<file path="config.mk">
export PLATFORM = sky130hd
export DESIGN_NAME = pc_unit_flat
export DESIGN_NICKNAME = d
export VERILOG_FILES = /design/src/rtl/pc_unit_if.sv /design/src/rtl/pc_unit.sv /design/src/flat_wrapper.sv
export SDC_FILE = /design/constraint.sdc
export NUM_CORES = 1
export LEC_CHECK = 0
export ABC_CLOCK_PERIOD_IN_PS = 6040
export BUFFER_PORTS_ARGS = -buffer_cell sky130_fd_sc_hd__buf_2
export CORE_MARGIN = 4
export CORE_UTILIZATION = 57
export CTS_BUF_LIST = sky130_fd_sc_hd__clkbuf_2 sky130_fd_sc_hd__clkbuf_4 sky130_fd_sc_hd__clkbuf_8
export CTS_CLUSTER_DIAMETER = 50
export CTS_CLUSTER_SIZE = 8
export DETAILED_ROUTE_END_ITERATION = 6
export GPL_ROUTABILITY_DRIVEN = 0
export PLACE_DENSITY = 0.89
export REMOVE_ABC_BUFFERS = 1
export SYNTH_ARGS = -nofsm -noshare
export SYNTH_HDL_FRONTEND = slang
export SYNTH_SLANG_ARGS = --single-unit
</file>
<file path="constraint.sdc">
create_clock -name clk -period 6.04 [get_ports clk]
set_input_delay 0 -clock clk [delete_from_list [all_inputs] [get_ports clk]]
set_output_delay 0 -clock clk [all_outputs]
set_load 0.005 [all_outputs]
</file>
<file path="src/rtl/pc_unit_if.sv">
// Signal bundle between the fetch-stage PC unit and its control/hazard logic.
// The master drives the D-stage and CP0 inputs; the slave is the PC unit itself.
interface pc_unit_if #(
   parameter int unsigned WIDTH = 32
);
   logic             stall;
   logic             d_valid;
   logic [WIDTH-1:0] d_pc;
   logic [3:0]       npc_op;
   logic [25:0]      imm26;
   logic [15:0]      imm16;
   logic [WIDTH-1:0] ra;
   logic             br_taken;
   logic             exc_req;
   logic             eret_req;
   logic [WIDTH-1:0] epc;
   logic [WIDTH-1:0] f_pc;
   logic [WIDTH-1:0] f_pc4;
   logic             f_adel;
   logic             pend_valid;

   modport master (
      output stall, d_valid, d_pc, npc_op, imm26, imm16, ra, br_taken,
             exc_req, eret_req, epc,
      input  f_pc, f_pc4, f_adel, pend_valid
   );

   modport slave (
      input  stall, d_valid, d_pc, npc_op, imm26, imm16, ra, br_taken,
             exc_req, eret_req, epc,
      output f_pc, f_pc4, f_adel, pend_valid
   );
endinterface

</file>
<file path="src/rtl/pc_unit.sv">
// Fetch-stage program counter with next-PC selection (MIPS delay-slot branches),
// exception/eret redirects, a one-entry redirect buffer for stalls, and fetch address checking.
module pc_unit #(
   parameter int unsigned      WIDTH      = 32,
   parameter logic [WIDTH-1:0] RESET_PC   = 32'h0000_3000,
   parameter logic [WIDTH-1:0] HANDLER_PC = 32'h0000_4180,
   parameter logic [WIDTH-1:0] IM_BASE    = 32'h0000_3000,
   parameter int unsigned      IM_WORDS   = 4096
) (
   input logic    clk,
   input logic    reset,
   pc_unit_if.slave bus
);

   typedef enum logic [3:0] {
      NPC_PC4 = 4'd0,
      NPC_BR  = 4'd1,
      NPC_JAL = 4'd2,
      NPC_JR  = 4'd3
   } npc_op_e;

   localparam logic [WIDTH-1:0] IM_LAST = IM_BASE + WIDTH'(4 * IM_WORDS - 4);

   logic [WIDTH-1:0] f_pc_q, f_pc_d;
   logic             pend_valid_q, pend_valid_d;
   logic [WIDTH-1:0] pend_tgt_q, pend_tgt_d;

   logic [WIDTH-1:0] f_pc4;
   logic [WIDTH-1:0] br_off;
   logic [WIDTH-1:0] target;
   logic             redir;
   npc_op_e          op;

   assign op     = npc_op_e'(bus.npc_op);
   assign f_pc4  = f_pc_q + WIDTH'(4);
   assign br_off = {{(WIDTH-18){bus.imm16[15]}}, bus.imm16, 2'b00};

   // Targets are relative to the D-stage PC: the delay-slot instruction is already in F.
   always_comb begin
      // NOTE: default first so no path leaves target unassigned and infers a latch.
      target = bus.ra;
      case (op)
         NPC_BR:  target = bus.d_pc + WIDTH'(4) + br_off;
         NPC_JAL: target = {bus.d_pc[WIDTH-1:28], bus.imm26, 2'b00};
         default: target = bus.ra;
      endcase
   end

   assign redir = bus.d_valid & (((op == NPC_BR) & bus.br_taken) |
                                 (op == NPC_JAL) | (op == NPC_JR));

   always_comb begin
      f_pc_d       = f_pc4;
      pend_valid_d = pend_valid_q;
      pend_tgt_d   = pend_tgt_q;
      if (bus.exc_req) begin
         f_pc_d       = HANDLER_PC;
         pend_valid_d = 1'b0;
      end else if (bus.eret_req) begin
         f_pc_d       = bus.epc;
         pend_valid_d = 1'b0;
      end else if (bus.stall) begin
         f_pc_d = f_pc_q;
         // Only the first redirect seen during a stall is kept; later ones belong to wrong-path D.
         if (redir && !pend_valid_q) begin
            pend_valid_d = 1'b1;
            pend_tgt_d   = target;
         end
      end else if (pend_valid_q) begin
         f_pc_d       = pend_tgt_q;
         pend_valid_d = 1'b0;
      end else if (redir) begin
         f_pc_d = target;
      end
   end

   always_ff @(posedge clk) begin
      // NOTE: non-blocking assignments for all state so every flop samples pre-edge values.
      if (reset) begin
         f_pc_q       <= RESET_PC;
         pend_valid_q <= 1'b0;
         pend_tgt_q   <= '0;
      end else begin
         f_pc_q       <= f_pc_d;
         pend_valid_q <= pend_valid_d;
         pend_tgt_q   <= pend_tgt_d;
      end
   end

   assign bus.f_pc       = f_pc_q;
   assign bus.f_pc4      = f_pc4;
   assign bus.pend_valid = pend_valid_q;
   assign bus.f_adel     = (f_pc_q[1:0] != 2'b00) | (f_pc_q < IM_BASE) | (f_pc_q > IM_LAST);

endmodule

</file>
<file path="src/flat_wrapper.sv">
// flat-port wrapper written by rule: the top's interface ports become plain ports
module pc_unit_flat 
#(
   parameter int unsigned      WIDTH      = 32,
   parameter logic [WIDTH-1:0] RESET_PC   = 32'h0000_3000,
   parameter logic [WIDTH-1:0] HANDLER_PC = 32'h0000_4180,
   parameter logic [WIDTH-1:0] IM_BASE    = 32'h0000_3000,
   parameter int unsigned      IM_WORDS   = 4096
)
  (clk, reset, bus_stall, bus_d_valid, bus_d_pc, bus_npc_op, bus_imm26, bus_imm16, bus_ra, bus_br_taken, bus_exc_req, bus_eret_req, bus_epc, bus_f_pc, bus_f_pc4, bus_f_adel, bus_pend_valid);
  pc_unit_if #(.WIDTH(WIDTH)) bus_i ();
  input logic clk;
  input logic reset;
  input wire logic [$bits(bus_i.stall)-1:0] bus_stall;
  input wire logic [$bits(bus_i.d_valid)-1:0] bus_d_valid;
  input wire logic [$bits(bus_i.d_pc)-1:0] bus_d_pc;
  input wire logic [$bits(bus_i.npc_op)-1:0] bus_npc_op;
  input wire logic [$bits(bus_i.imm26)-1:0] bus_imm26;
  input wire logic [$bits(bus_i.imm16)-1:0] bus_imm16;
  input wire logic [$bits(bus_i.ra)-1:0] bus_ra;
  input wire logic [$bits(bus_i.br_taken)-1:0] bus_br_taken;
  input wire logic [$bits(bus_i.exc_req)-1:0] bus_exc_req;
  input wire logic [$bits(bus_i.eret_req)-1:0] bus_eret_req;
  input wire logic [$bits(bus_i.epc)-1:0] bus_epc;
  output wire logic [$bits(bus_i.f_pc)-1:0] bus_f_pc;
  output wire logic [$bits(bus_i.f_pc4)-1:0] bus_f_pc4;
  output wire logic [$bits(bus_i.f_adel)-1:0] bus_f_adel;
  output wire logic [$bits(bus_i.pend_valid)-1:0] bus_pend_valid;
  assign bus_i.stall = bus_stall;
  assign bus_i.d_valid = bus_d_valid;
  assign bus_i.d_pc = bus_d_pc;
  assign bus_i.npc_op = bus_npc_op;
  assign bus_i.imm26 = bus_imm26;
  assign bus_i.imm16 = bus_imm16;
  assign bus_i.ra = bus_ra;
  assign bus_i.br_taken = bus_br_taken;
  assign bus_i.exc_req = bus_exc_req;
  assign bus_i.eret_req = bus_eret_req;
  assign bus_i.epc = bus_epc;
  assign bus_f_pc = bus_i.f_pc;
  assign bus_f_pc4 = bus_i.f_pc4;
  assign bus_f_adel = bus_i.f_adel;
  assign bus_pend_valid = bus_i.pend_valid;
  pc_unit #(.WIDTH(WIDTH), .RESET_PC(RESET_PC), .HANDLER_PC(HANDLER_PC), .IM_BASE(IM_BASE), .IM_WORDS(IM_WORDS)) u_core (.clk(clk), .reset(reset), .bus(bus_i));
endmodule
</file>
; Word-level counts from Yosys, hierarchy flattened
; Index checks and enable logic that the tools add are counted.
[totals]
out_inout_bits = 66
register_bits = 65
wordCells = 35
[classes]
magnitude_cmp = 2
bitwise_logic = 9
n_addsub = 3
n_eq_ne = 5
mux = 6
n_reduce_logical = 6
[ops]
columns = operator, count
row1 = $mux W32, 4
row2 = $add A32 B3 Y32 const B, 2
row3 = $pmux W32 S2, 1
row4 = $add A32 B32 Y32, 1
row5 = $gt A32 B15 Y1 const B, 1
row6 = $lt A32 B14 Y1 const B, 1
row7 = $mux W15, 1
row8 = $eq A4 B2 Y1 const B, 2
row9 = $eq A4 B1 Y1 const B, 1
row10 = $or A1 B1 Y1, 4
row11 = $reduce_and A4 Y1, 1
row12 = $reduce_or A4 Y1, 1
row13 = $ne A3 B1 Y1 const B, 1
row14 = $not A1 Y1, 3
row15 = $and A1 B1 Y1, 2
row16 = $ne A2 B1 Y1 const B, 1
row17 = $reduce_bool A2 Y1, 1
row18 = $reduce_or A2 Y1, 1
row19 = $logic_and A1 B1 Y1, 1
row20 = $logic_not A1 Y1, 1

; Logic depth before layout (Yosys ltp)
[logic_depth]
word_depth = 10
mapped_depth = 15
mapped_depth_nobuf = 15

; Least setup slack after synthesis
; Ideal clock, no wire load.
[synth_path]
kind = input-to-reg
start = input port bus_imm16[1]
end = register u_core.f_pc_q[31], in the netlist u_core.bus.f_pc[31]
setup_slack_ps = 3575
t_arrival_ps = 2339
cell_stages = 13
n_path_buf = 0
setup_time_ps = 126
t_required_ps = 5914
cell_sequence = ha_1 > ha_1 > inv_1 > fa_1 > and2b_1 > o21bai_4 > a21oi_4 > a221o_2 > a31oi_4 > o31ai_4 > mux2i_1 > and3_1 > o31ai_2
[synth_between]
elab_chain_len = 6
[synth_rtl]
columns = element, line_no
row1 = "start, declared", flat_wrapper.sv:19  ; input wire logic [$bits(bus_i.imm16)-1:0] bus_imm16;
row2 = $add A32 B32 Y32, pc_unit.sv:43  ; NPC_BR: target = bus.d_pc + WIDTH'(4) + br_off;
row3 = $pmux W32 S2, pc_unit.sv:42  ; case (op)
row4 = $mux W32, pc_unit.sv:72  ; end else if (redir) begin
row5 = $mux W32, pc_unit.sv:69  ; end else if (pend_valid_q) begin
row6 = $mux W32, pc_unit.sv:62  ; end else if (bus.stall) begin
row7 = $mux W32, pc_unit.sv:59  ; end else if (bus.eret_req) begin
row8 = "end signal, assigned", pc_unit.sv:84  ; f_pc_q <= f_pc_d;
row9 = "end, declared", pc_unit.sv:24  ; logic [WIDTH-1:0] f_pc_q, f_pc_d;
; No other way between the ends. The select of a mux whose other input is x is not followed.
; A chain may end at the register's enable or synchronous reset.

; Worst setup path in the final report
[layout_path]
start = input port bus_imm16[15]
end = register u_core.f_pc_q[30], in the netlist u_core.bus.f_pc[30]
; Same word-level chain as after synthesis.

==> impl_results.md <==
- Outcome: finished clean
- WL final: 21.4 mm
- Crit path buffers/inverters: 1
- CTS root buffer: clkbuf_8
- Hold WS: 0.0214 ns
- Starting density of the core: between 50 and 60%
- Worst hold path type: input port to flip-flop
- Chip Height: 112 um
- Mean cell area of the mapped netlist: 7.71 sq um
- Worst-case reg-to-reg path depth: 9
- Non-Filler Instances: 1143
- Setup Crit Path Kind: input port to flip-flop
- Max Clock Freq: 364 MHz
- Ys flop type: dfxtp_1
- Number of synthesized flops with an enable pin: 0
- Period utilization: a little under half
- R2R Setup Slk: about 3.5 ns
- Die W: roughly 110 um
- # nets final: ~1200
- Crit. End Element: flip-flop
- CP Cell Sequence: buf_2 > ha_1 > ha_1 > a21o_1 > a31oi_1 > a41oi_1 > o41ai_2 > o21ai_1 > and4_1 > o31ai_1 > a21oi_1
- Reg2Reg Capture Point: u_core.bus.f_pc[27]
- Setup TNS: 0 ns
- Vias in the first global route: 6848
- Num CTS Buffers: 9
- Final ANT Viol Nets: 0
- Crit-path slowest cell: o41ai_2
- H-Tree Depth: 3
- Hold_buf cts: 23
- Stages on the worst setup path: 11
- Sink Count: 65
- Maximum fanout along the worst path: 15
- Area Overhead vs Synth: 23.5%
- Vias per cell: around 6.4
- DRC errors left: 0
- Io pins: 215
- Share of cells above drive strength 1: 26.2%
- Fillcell total: 823
- Cell mode on critical path: ha_1
- Least-Margin Pin Slew: 0.984 ns
- Yosys warns: 0
- Via count: 7358
- R2r startpoint: u_core.bus.f_pc[10]
- Setup Buffers After CTS: 0
- Worst Path Arrival: ~3.0 ns
- PD cells: approximately 170 nW/um^2
- Initial antenna violation count: 0
- CP top delay family: compound AO/OA/AOI/OAI gates
- Final Hold Viols: 0
- Die area: approximately 13000 sq um
- Final setup vio count: 0
- MaxCap Viol Count: 0
- Post-DP HPWL: around 16 mm
- CP Capture Point: u_core.bus.f_pc[30]
- CTS tree: yes
- Wire per inst: between 15 and 20 um
- Clock skew: roughly 0.0062 ns
- CTS resizes: 0
- Leak: around 3.5 nW
- Clk buf depth: 2
- First-pass GRT wire length: around 34 mm
- Clock Pin Slew Worst Setup and Hold Paths: approximately 0.07 ns
- Drt initial violations: 926
- GRT overflow: 0
- Slew HR: between 30 and 40%
- Sequential-to-total area share from yosys stat: between 20% and 30%
- Synth async-reset ratio: 0%
- Port bufs: ~210
- Total GRT Usage: between 30 and 40%
- CP startpoint kind: input port
- Worst stage delay on the critical path: around 0.44 ns
- RSZ-0062 raised after global routing: no
- Fin crit period: ~2.7 ns
- Row count: 37
- Placed Cells: 1107
- Final Core Density: about 73%
- CP required: around 6.3 ns
- First drt pass iteration count: 6
- Antenna cells: 0
- Peak VDD IR: 98.4 uV
- Pin count of the biggest net entering global routing: 46
- Mapped Area: a little over 6000 sq um
- Mapped Cells: just over 800
- FF+latch count, synth: 65
- Pins Over Slew Limit: 0
- Critical Path Source: bus_imm16[15]
- Std-Cell Core Area: between 10000 and 15000 sq um
- Library cells used by synthesis: 80
- Clk_lat worst skew: roughly 0.35 ns
[per-stage QoR]
stage / power [mW] / instance area, sq um / worst slack, ns
floorplan: 0.763 / 5930 / 2.08
global placement: 0.920 / 7260 / 3.11
detailed placement: 0.930 / 7260 / 3.02
CTS: 1.28 / 7660 / 3.38
global route: 1.35 / 7660 / 3.13
finish: 1.29 / 7660 / 3.29
[worst min-delay path by stage]
stage	start	to	slack, ns	cells after the start
after floorplan	reset	u_core.pend_tgt_q[0]	0.07	1
final	bus_epc[13]	u_core.bus.f_pc[13]	0.02	3
after detailed placement	bus_epc[28]	u_core.bus.f_pc[28]	0.23	2
after CTS	bus_epc[31]	u_core.bus.f_pc[31]	0.009	5
after global placement	bus_epc[28]	u_core.bus.f_pc[28]	0.22	2
after global routing	bus_epc[13]	u_core.bus.f_pc[13]	0.03	3
[where the power goes]
group | leakage, nW | switching (mW) | internal, mW
clock | 0.0909 | 0.160 | 0.181
combinational | 2.92 | 0.278 | 0.211
sequential | 0.528 | 0.0192 | 0.441
[registers in the layout, summed over array words and instances (netlist names), named ones only]
signal	cells
u_core.bus.pend_valid	1
u_core.pend_tgt_q	32
u_core.bus.f_pc	30
[Yosys cell counts (3+ instances only)]
cell / count / area share (%)
a222oi_1: 3 / 0.48
nand2b_1: 5 / 0.50
nor2b_1: 3 / 0.30
buf_6: 3 / 0.54
o31ai_2: 3 / 0.61
ha_1: 58 / 12
nor3_1: 20 / 1.6
a31oi_1: 9 / 0.91
xnor2_1: 33 / 4.7
a22oi_1: 15 / 1.8
nand3_1: 20 / 1.6
o211ai_1: 10 / 1.2
a21o_1: 20 / 2.4
buf_4: 6 / 0.73
and4_1: 7 / 0.99
o21ai_0: 34 / 2.7
a221oi_1: 13 / 1.8
nand4_1: 15 / 1.5
xor2_1: 19 / 2.7
buf_2: 10 / 0.81
nor4b_2: 3 / 0.73
a221o_1: 6 / 0.97
mux2i_1: 5 / 0.81
a21oi_1: 72 / 5.8
nor4_1: 7 / 0.71
inv_1: 17 / 1.0
and3_1: 10 / 1.0
o21a_1: 3 / 0.36
nor2_1: 97 / 5.9
clkbuf_1: 33 / 2.0
a211oi_1: 36 / 4.4
dfxtp_1: 65 / 21
a22o_1: 14 / 2.0
nand2_1: 62 / 3.8
buf_1: 3 / 0.18
o21ai_1: 6 / 0.48
o31ai_1: 7 / 0.85
a311oi_1: 3 / 0.42
[worst reg2reg max path: stages, from the launching register on]
cell and delay [ns]:
dfxtp_1 0.41, nand3_1 0.26, nor2_1 0.33, nand2_1 0.21
nor2_2 0.27, nand3_1 0.14, xnor2_1 0.21, mux2_2 0.28
a31oi_1 0.21, o31ai_1 0.09
[per-layer routing]
metal  global-route usage (%)  wire length [um]  vias up  share of wire, %
li1                         -                 -     3435                 -
met1                     42.3              8300     3329                39
met2                     52.0              9720      505                46
met3                     4.58              2370       89                11
met4                     15.6               964        0               4.5
met5                        0                 0        -                 0
[logic make-up after synthesis]
| group | Yosys count | share of synthesized area [%] |
|---|---|---|
| and+or+nand+nor | 266 | 20.9 |
| adders and majority gates | 59 | 12.0 |
| buffers and inverters | 74 | 5.49 |
| muxes | 6 | 0.988 |
| DFF | 65 | 21.0 |
| AOI/OAI and AO/OA | 283 | 32.3 |
| xor gates and xnor gates | 52 | 7.34 |
[placed cells by master, fill, tap and decap left out, types with 3 or more instances in the layout]
cell type	netlist	routed
dfxtp_1	65	65
mux2i_1	5	5
and3_1	10	10
a311oi_1	3	3
nor4_1	7	7
a221o_1	6	6
a21oi_1	72	72
buf_4	6	8
nor2_1	97	96
a21o_1	20	20
buf_2	10	214
xnor2_1	33	33
o211ai_1	10	10
a211oi_1	36	36
a22o_1	14	14
nor2b_1	3	3
dlygate4sd3_1	0	23
o21a_1	3	3
inv_1	17	17
nand4_1	15	15
nand3_1	20	20
o31ai_1	7	7
nor3_1	20	19
xor2_1	19	19
o21ai_1	6	6
and4_1	7	7
a221oi_1	13	13
o21ai_0	34	34
a222oi_1	3	3
a22oi_1	15	15
nand2b_1	5	5
ha_1	58	58
a31oi_1	9	9
o31ai_2	3	3
nor2_2	2	3
nand2_1	62	62
clkbuf_8	0	12
[cell type report]
| class | count | area (sq um) | share of cell area [%] |
|---|---|---|---|
| Clock buffer | 13 | 173 | 2.25 |
| Inverter | 18 | 67.6 | 0.882 |
| Multi-Input combinational cell | 666 | 4590 | 59.9 |
| Sequential cell | 65 | 1300 | 17.0 |
| Tap cell | 136 | 170 | 2.22 |
| Timing Repair Buffer | 245 | 1360 | 17.8 |
Note: power is estimated with default switching activity, not from simulation.
